`config.mk`:
```
export PLATFORM = sky130hd
export DESIGN_NAME = alu_rs
export DESIGN_NICKNAME = d
export VERILOG_FILES = /design/src/rtl/alu_rs.sv
export SDC_FILE = /design/constraint.sdc
export NUM_CORES = 2
export LEC_CHECK = 0
export ABC_AREA = 1
export BUFFER_PORTS_ARGS = -buffer_cell sky130_fd_sc_hd__buf_4
export CELL_PAD_IN_SITES_DETAIL_PLACEMENT = 1
export CELL_PAD_IN_SITES_GLOBAL_PLACEMENT = 1
export CORE_ASPECT_RATIO = 0.6
export CORE_MARGIN = 2
export CORE_UTILIZATION = 43
export DETAILED_ROUTE_END_ITERATION = 12
export PLACE_DENSITY_LB_ADDON = 0.1
export SLEW_MARGIN = 20
export SYNTH_ARGS = -nofsm -noshare
export SYNTH_HDL_FRONTEND = slang
export SYNTH_SLANG_ARGS = --single-unit
```
`constraint.sdc`:
```
create_clock -name clk -period 5.52 [get_ports clk]
set_input_delay 1.104 -clock clk [delete_from_list [all_inputs] [get_ports clk]]
set_output_delay 1.104 -clock clk [all_outputs]
set_load 0.005 [all_outputs]
```
`src/rtl/alu_rs.sv`:
```
// Integer-ALU reservation station: buffers dispatched ops, snoops the ALU/LSB result buses, issues one ready op per cycle.
// Optional feature macro ALU_RS_BYPASS_EN: select also accepts operands broadcast this cycle, muxing the value from the CDB.
module alu_rs #(
  parameter int RS_SIZE = 8,
  parameter int ROB_W   = 4
) (
  input  logic             clk,
  input  logic             rst_n,
  input  logic             rdy,
  input  logic             rollback,
  input  logic             in_valid,
  input  logic [6:0]       in_opcode,
  input  logic [2:0]       in_precise,
  input  logic             in_more_precise,
  input  logic [31:0]      in_imm,
  input  logic [31:0]      in_pc,
  input  logic [ROB_W-1:0] in_rob_entry,
  input  logic             in_qj_busy,
  input  logic             in_qk_busy,
  input  logic [31:0]      in_vj,
  input  logic [31:0]      in_vk,
  input  logic [ROB_W-1:0] in_qj,
  input  logic [ROB_W-1:0] in_qk,
  input  logic             alu_cdb_valid,
  input  logic [ROB_W-1:0] alu_cdb_rob,
  input  logic [31:0]      alu_cdb_val,
  input  logic             lsb_cdb_valid,
  input  logic [ROB_W-1:0] lsb_cdb_rob,
  input  logic [31:0]      lsb_cdb_val,
  output logic             out_full,
  output logic             out_config,
  output logic [31:0]      out_a,
  output logic [31:0]      out_b,
  output logic [31:0]      out_pc,
  output logic [31:0]      out_imm,
  output logic [6:0]       out_opcode,
  output logic [2:0]       out_precise,
  output logic             out_more_precise,
  output logic [ROB_W-1:0] out_rob_entry
);

  localparam int IDX_W = (RS_SIZE > 1) ? $clog2(RS_SIZE) : 1;

  typedef struct packed {
    logic [6:0]       opcode;
    logic [2:0]       precise;
    logic             more_precise;
    logic [31:0]      imm;
    logic [31:0]      pc;
    logic [ROB_W-1:0] rob;
    logic [31:0]      vj;
    logic [31:0]      vk;
    logic [ROB_W-1:0] qj;
    logic [ROB_W-1:0] qk;
    logic             rdy_j;
    logic             rdy_k;
  } entry_t;

  entry_t             ent_q [RS_SIZE];
  entry_t             ent_d [RS_SIZE];
  logic [RS_SIZE-1:0] busy_q;
  logic [RS_SIZE-1:0] busy_d;
  logic [RS_SIZE-1:0] ready_vec;
  logic               sel_found;
  logic [IDX_W-1:0]   sel_idx;
  logic [IDX_W-1:0]   free_idx;
  logic               alloc;
  entry_t             new_ent;
  entry_t             sel_ent;
  logic [31:0]        sel_a;
  logic [31:0]        sel_b;

  function automatic logic cdb_hit(input logic [ROB_W-1:0] tag);
    return (alu_cdb_valid && alu_cdb_rob == tag) || (lsb_cdb_valid && lsb_cdb_rob == tag);
  endfunction

  // ALU bus is checked first; ROB tags are unique so both buses never match one tag.
  function automatic logic [31:0] cdb_val(input logic [ROB_W-1:0] tag);
    return (alu_cdb_valid && alu_cdb_rob == tag) ? alu_cdb_val : lsb_cdb_val;
  endfunction

  assign out_full = &busy_q;
  assign alloc    = in_valid && !out_full && rdy && !rollback;

  always_comb begin
    ready_vec = '0;
    for (int i = 0; i < RS_SIZE; i++) begin
`ifdef ALU_RS_BYPASS_EN
      ready_vec[i] = busy_q[i] && (ent_q[i].rdy_j || cdb_hit(ent_q[i].qj))
                               && (ent_q[i].rdy_k || cdb_hit(ent_q[i].qk));
`else
      ready_vec[i] = busy_q[i] && ent_q[i].rdy_j && ent_q[i].rdy_k;
`endif
    end
  end

  // Descending scan so the lowest index wins for both the free slot and the issue pick.
  always_comb begin
    sel_found = 1'b0;
    sel_idx   = '0;
    free_idx  = '0;
    for (int i = RS_SIZE - 1; i >= 0; i--) begin
      if (!busy_q[i]) free_idx = IDX_W'(i);
      if (ready_vec[i]) begin
        sel_found = 1'b1;
        sel_idx   = IDX_W'(i);
      end
    end
  end

  always_comb begin
    sel_ent = ent_q[sel_idx];
`ifdef ALU_RS_BYPASS_EN
    sel_a = sel_ent.rdy_j ? sel_ent.vj : cdb_val(sel_ent.qj);
    sel_b = sel_ent.rdy_k ? sel_ent.vk : cdb_val(sel_ent.qk);
`else
    sel_a = sel_ent.vj;
    sel_b = sel_ent.vk;
`endif
  end

  // A newly dispatched operand can be satisfied by a broadcast in the same cycle.
  always_comb begin
    new_ent.opcode       = in_opcode;
    new_ent.precise      = in_precise;
    new_ent.more_precise = in_more_precise;
    new_ent.imm          = in_imm;
    new_ent.pc           = in_pc;
    new_ent.rob          = in_rob_entry;
    new_ent.qj           = in_qj;
    new_ent.qk           = in_qk;
    new_ent.vj           = in_vj;
    new_ent.vk           = in_vk;
    new_ent.rdy_j        = !in_qj_busy;
    new_ent.rdy_k        = !in_qk_busy;
    if (in_qj_busy && cdb_hit(in_qj)) begin
      new_ent.rdy_j = 1'b1;
      new_ent.vj    = cdb_val(in_qj);
    end
    if (in_qk_busy && cdb_hit(in_qk)) begin
      new_ent.rdy_k = 1'b1;
      new_ent.vk    = cdb_val(in_qk);
    end
  end

  // NOTE: every variable gets its default at the top of the block so no latch is inferred.
  always_comb begin
    ent_d  = ent_q;
    busy_d = busy_q;
    for (int i = 0; i < RS_SIZE; i++) begin
      if (busy_q[i] && !ent_q[i].rdy_j && cdb_hit(ent_q[i].qj)) begin
        ent_d[i].rdy_j = 1'b1;
        ent_d[i].vj    = cdb_val(ent_q[i].qj);
      end
      if (busy_q[i] && !ent_q[i].rdy_k && cdb_hit(ent_q[i].qk)) begin
        ent_d[i].rdy_k = 1'b1;
        ent_d[i].vk    = cdb_val(ent_q[i].qk);
      end
    end
    if (sel_found) busy_d[sel_idx] = 1'b0;
    // free_idx comes from registered busy, so a slot freed by this issue is never reused this cycle.
    if (alloc) begin
      busy_d[free_idx] = 1'b1;
      ent_d[free_idx]  = new_ent;
    end
  end

  // NOTE: sequential state uses non-blocking assignments so every flop samples pre-edge values.
  always_ff @(posedge clk or negedge rst_n) begin
    if (!rst_n) begin
      busy_q           <= '0;
      out_config       <= 1'b0;
      out_a            <= '0;
      out_b            <= '0;
      out_pc           <= '0;
      out_imm          <= '0;
      out_opcode       <= '0;
      out_precise      <= '0;
      out_more_precise <= 1'b0;
      out_rob_entry    <= '0;
    end else if (rollback) begin
      busy_q     <= '0;
      out_config <= 1'b0;
    end else if (rdy) begin
      busy_q     <= busy_d;
      out_config <= sel_found;
      if (sel_found) begin
        out_a            <= sel_a;
        out_b            <= sel_b;
        out_pc           <= sel_ent.pc;
        out_imm          <= sel_ent.imm;
        out_opcode       <= sel_ent.opcode;
        out_precise      <= sel_ent.precise;
        out_more_precise <= sel_ent.more_precise;
        out_rob_entry    <= sel_ent.rob;
      end
    end else begin
      out_config <= 1'b0;
    end
  end

  // NOTE: entry payload is not reset; busy_q qualifies every read, so only the valid bits need reset.
  always_ff @(posedge clk) begin
    if (rdy && !rollback) ent_q <= ent_d;
  end

endmodule

```
-- After elaboration in Yosys (flattened, before gate mapping)
Index checks and enable logic that the tools add are counted.
- output and inout bits: 145
- input bits: 232
- flip-flop bits (word level): 1376
- order comparisons: 7
- equality and inequality tests: 36
- bitwise logic cells: 6
- mux-type cells: 95
- reduce and logical (&&, ||, !) cells: 135
- operators with widths (operator ; count):
    bitwise mux 1224 bit ; 1
    two-way mux 32 bit ; 36
    two-way mux 1145 bit ; 1
    binary-select mux 153 bit (select 3 bit) ; 1
    demux 153 bit (select 3 bit) ; 1
    two-way mux 153 bit ; 3
    equality test 4 bit ; 36
    logical AND 1 bit ; 93
    two-way mux 3 bit ; 16
    two-way mux 8 bit ; 4
    two-way mux 1 bit ; 30
    logical NOT 1 bit ; 20
    logical OR 1 bit ; 18
    bitwise AND 8 bit ; 1
    >= comparator 4 bit (second input constant) ; 2
    < comparator 3 x 4 -> 1 bit (second input constant) ; 2
    NOT 3 -> 4 bit ; 2
    NOT 8 bit ; 1
    OR 8 bit ; 1
    AND reduction 8 bit ; 1
    demux 1 bit (select 3 bit) ; 2
    >= comparator 3 x 1 -> 1 bit (second input constant) ; 2
    < comparator 4 x 1 -> 1 bit (second input constant) ; 1
    AND reduction 3 bit ; 1
    3 further kinds ; 3

-- Longest topological paths before layout
- depth after elaboration: 21
- depth in mapped cells: 19
- gate-level depth less buffers: 16

-- Worst setup path before layout
OpenSTA, ideal clock, no wires.
- path kind: input port to flip-flop
- from: in rdy
- to: reg ent_q[100] (netlist bit), enable pin
- slack: -24814 ps
- cell stages on the path: 7
- required time: 5035 ps
- path buffers: 1
- data arrival time: 29849 ps
- library setup time: 485 ps
- cell sequence: inv_1 > nor2_1 > nand3_2 > nor3_1 > inv_2 > nor2_2 > clkbuf_1
- longest elaborated chain between the ends: 3
- elaborated cells on any way between the ends: 4
- classes of those cells: reduce/logical: 4
- RTL lines (what ; line ; text):
    start: declaration ; 9 ; input logic rdy,
    logical AND 1 bit (2 in series) ; 83 ; assign alloc = in_valid && !out_full && rdy && !rollback;
    AND reduction 2 bit (no line) (*) ; n/a ;
    end signal: assignment ; 204 ; if (rdy && !rollback) ent_q <= ent_d;
    end: declaration ; 59 ; entry_t ent_q [RS_SIZE];
Every way passes the cells marked *; elsewhere a longest branch is shown, timed or not.
A chain may end at the register's enable or synchronous reset.

-- Worst setup path in the final report
- from: reg ent_q[1] (netlist bit)
- to: reg out_a[13]
- longest elaborated chain between the ends: 14
- elaborated cells on any way between the ends: 23
- classes of those cells: mux: 19; bitwise: 1; reduce/logical: 3
- RTL lines (what ; line ; text):
    logical AND 1 bit (*) (2 in series) ; 92 ; ready_vec[i] = busy_q[i] && ent_q[i].rdy_j && ent_q[i].rdy_k;
    two-way mux 3 bit (8 in series) ; 104 ; if (ready_vec[i]) begin
    NOT 3 -> 4 bit (not written as such) ; 112 ; sel_ent = ent_q[sel_idx];
    binary-select mux 153 bit (select 3 bit) ; 112 ;
    two-way mux 153 bit (not written as such) (2 in series) ; 112 ;
    end signal: assignment ; 188 ; out_a <= sel_a;
    end: declaration ; 32 ; output logic [31:0] out_a,
Every way passes the cells marked *; elsewhere a longest branch is shown, timed or not. The select of a mux whose other input is x is not followed.

==> results.txt <==
Final setup viols: 0
CP Max Fanout: 174
TritonCTS clock tree: built
Worst R2R Start: ent_q[1]
post-detail-place hpwl: 195000 um
overall routing resource usage: 0.357
status: finished, final reports clean
fin area: 0.0860 mm^2
Setup crit start: ent_q[1]
max-slew violations: 0
largest net degree at the start of global routing: 176
share of cells above drive strength 1: 0.0991
Placement Rows: 120
Lkg Pwr: 37.1 nW
hold buffer count at CTS: 0
initial antenna violation count: 13
worst reg2reg setup slack: 1.38 ns
die height: 331 um
Area growth syn-to-layout: 12.1%
ys async rst share: 0.110
Most used DFF post-synth: edfxtp_1
CP peak stage delay: 0.83 ns
CP Class: reg -> reg
global-route wire length before repair: 481000 um
cell area after synthesis: 0.0767 mm^2
kind of start point of the critical path: flop
Mapped Nets: 9525
RePlAce Congestion: 0.893
CTS clock-pin slew for the worst setup and hold paths: 0.07 ns
pwr/cell area: 283 mW/mm^2
Via density: 6.10
core area: 0.178 mm^2
Worst Reg-to-Reg Cells: 17
Die Area: 0.182 mm^2
setup TNS: 0 ns
Worst Setup Slack, final: 1.38 ns
Area after DPL: 0.0813 mm^2
Detail Route Antenna Nets: 0
crit-path cells: nand2_1 -> nor2_1 -> nand2_1 -> nand2_1 -> nand2_1 -> nand2_1 -> nand2_1 -> nand2_4 -> buf_12 -> buf_4 -> nand3_1 -> nand2_1 -> nor2_1 -> nor2_1 -> nand2_1 -> nand2_1 -> nand2_1
worst-margin pin slew: 1.33 ns
max-cap violation count: 0
Post-CTS Resized: 0
Sink Count: 1376
final hold vios: 0
Synth Area per Inst: 8.26 um^2
CP endpoint kind: flop
number of global-route vias before repair: 70800
Starting Density: 0.432
total CTS buffers: 155
Hold WC Path Type: in -> async
# Post-CTS Setup Buffers: 0
worst-case clock buffer depth: 4
Synth cell types: 45
Yosys reg bits: 1376
sequential share of the synthesized area: 0.529
Max-slew headroom: 0.113
Reg-to-Reg End: out_a[13]
Critical Path AT: 4.81 ns
number of flops mapped to enable cells by yosys: 1224
min Tclk post-route: 4.14 ns
CTS HTree Levels: 4
post-route total power: 0.0244 W
slowest CP cell: buf_4
CP Data Required Time: 6.19 ns
Worst IR Drop VDD: 0.204 mV
total number of vias: 71500
crit-path most repeated cell: nand2_1
Total Routed Length: 332000 um
Post-route DRC: 0
cells after synthesis: 9293
clk_lat worst skew: 0.81 ns
Max Clock Freq: 242 MHz
unrepaired setup endpoints after global routing: no
I/O Buffers: 376
Final period util: 0.750
GRT Residual Overflow: 0
# IOs: 377
Syn. warnings: 0
Max Clock Skew: 0.0396 ns
Placement Setup Slack: 1.27 ns
final net count: 9446
clock root cell: clkbuf_16
initial DRC count: 8752
router iterations before antenna repair: 6
drt wl/cell: 28.3 um
Die X: 549 um
[layout make-up]
class                           instances  area (um^2)
Clock buffer                          232         4440
Inverter                             1066         4030
Sequential cell                      1376        40600
Clock inverter                         38          284
Antenna cell                           11         27.5
Fill cell                           20900        91700
Multi-Input combinational cell       6073        29000
Tap cell                             2379         2980
Timing Repair Buffer                  542         4700
[synth_stat cells (6+ instances only)]
library cell	number	share of area
a21oi_1	169	0.011
buf_1	57	0.0028
buf_2	295	0.019
buf_4	46	0.0045
clkbuf_1	375	0.018
dfrtp_1	152	0.050
edfxtp_1	1224	0.48
inv_1	1023	0.050
inv_2	42	0.0021
nand2_1	2446	0.12
nand3_1	1291	0.084
nand4_1	163	0.013
nor2_1	531	0.026
nor2_2	7	0.00057
nor3_1	16	0.0010
o211ai_1	481	0.047
o21ai_0	603	0.039
o21ai_1	177	0.012
o21ai_2	28	0.0032
o22ai_1	40	0.0033
o31ai_1	6	0.00059
or2_1	8	0.00065
or2_2	16	0.0013
xnor2_1	35	0.0040
xor2_1	21	0.0024
[cells in the final DEF, fill, tap and decap left out, types with 7 or more instances in the layout]
| cell | n |
|---|---|
| buf_4 | 492 |
| inv_2 | 35 |
| clkbuf_1 | 53 |
| nor2_1 | 522 |
| nand2_1 | 2423 |
| clkinv_2 | 26 |
| inv_1 | 1020 |
| nor3_1 | 15 |
| nand3_2 | 16 |
| a21oi_4 | 7 |
| clkinv_1 | 12 |
| o21ai_2 | 28 |
| edfxtp_1 | 1224 |
| nand3_1 | 1274 |
| nand2_2 | 26 |
| o21ai_0 | 602 |
| or2_1 | 8 |
| dfrtp_1 | 152 |
| xor2_1 | 21 |
| buf_12 | 48 |
| o211ai_1 | 481 |
| a21oi_1 | 163 |
| o22ai_1 | 40 |
| diode_2 | 11 |
| or2_2 | 16 |
| nand4_1 | 163 |
| o21ai_1 | 178 |
| clkbuf_8 | 21 |
| clkbuf_16 | 158 |
| xnor2_1 | 35 |
| nor2_4 | 19 |
[state kept, by name, summed over array words and instances (netlist names), 3 cells and up]
signal	flops
busy_q	8
ent_q	1224
out_a	32
out_b	32
out_imm	32
out_opcode	7
out_pc	32
out_precise	3
out_rob_entry	4
[metal layers]
layer  wire (um)  global-route usage  vias to the layer above
li1            -                   -                    31100
met1      143000               0.511                    35900
met2      141000               0.525                     3794
met3       35100              0.0782                      730
met4       13500               0.140                        2
met5          13                   0                        -
[worst max-delay path by stage]
stage,slack (ns),end
2_1_floorplan,-6.02,ent_q[1112]
3_3_place_gp,1.30,ent_q[664]
3_5_place_dp,1.27,ent_q[1142]
4_1_cts,1.41,out_a[13]
5_1_grt,1.11,out_a[13]
6_report,1.38,out_a[13]
[stage by stage]
step	hold WS, ns	instances	utilization
6_report	0.268	11700	0.484
5_1_grt	0.298	11700	0.484
4_1_cts	0.282	11700	0.484
3_5_place_dp	0.467	11400	0.457
3_3_place_gp	0.463	11400	0.457
2_1_floorplan	0.472	9293	-
[critical path: cells and delay by family (launching register included)]
family	cells	cell delay (ns)
buffers and inverters	2	1.39
flip-flops	1	0.65
AND/OR/NAND/NOR	15	1.82
[power by group]
part           leakage (nW)  internal, W  switching (W)
Sequential             13.2       0.0118       0.000226
Clock                  2.32      0.00570        0.00446
Combinational          21.6     0.000785        0.00145
[logic make-up after synthesis]
| logic type | share of synthesized area |
|---|---|
| xor+xnor | 0.00639 |
| flops | 0.529 |
| simple gates | 0.250 |
| buf+inv | 0.0977 |
| compound gates | 0.118 |
(Power assumes the default switching activity.)
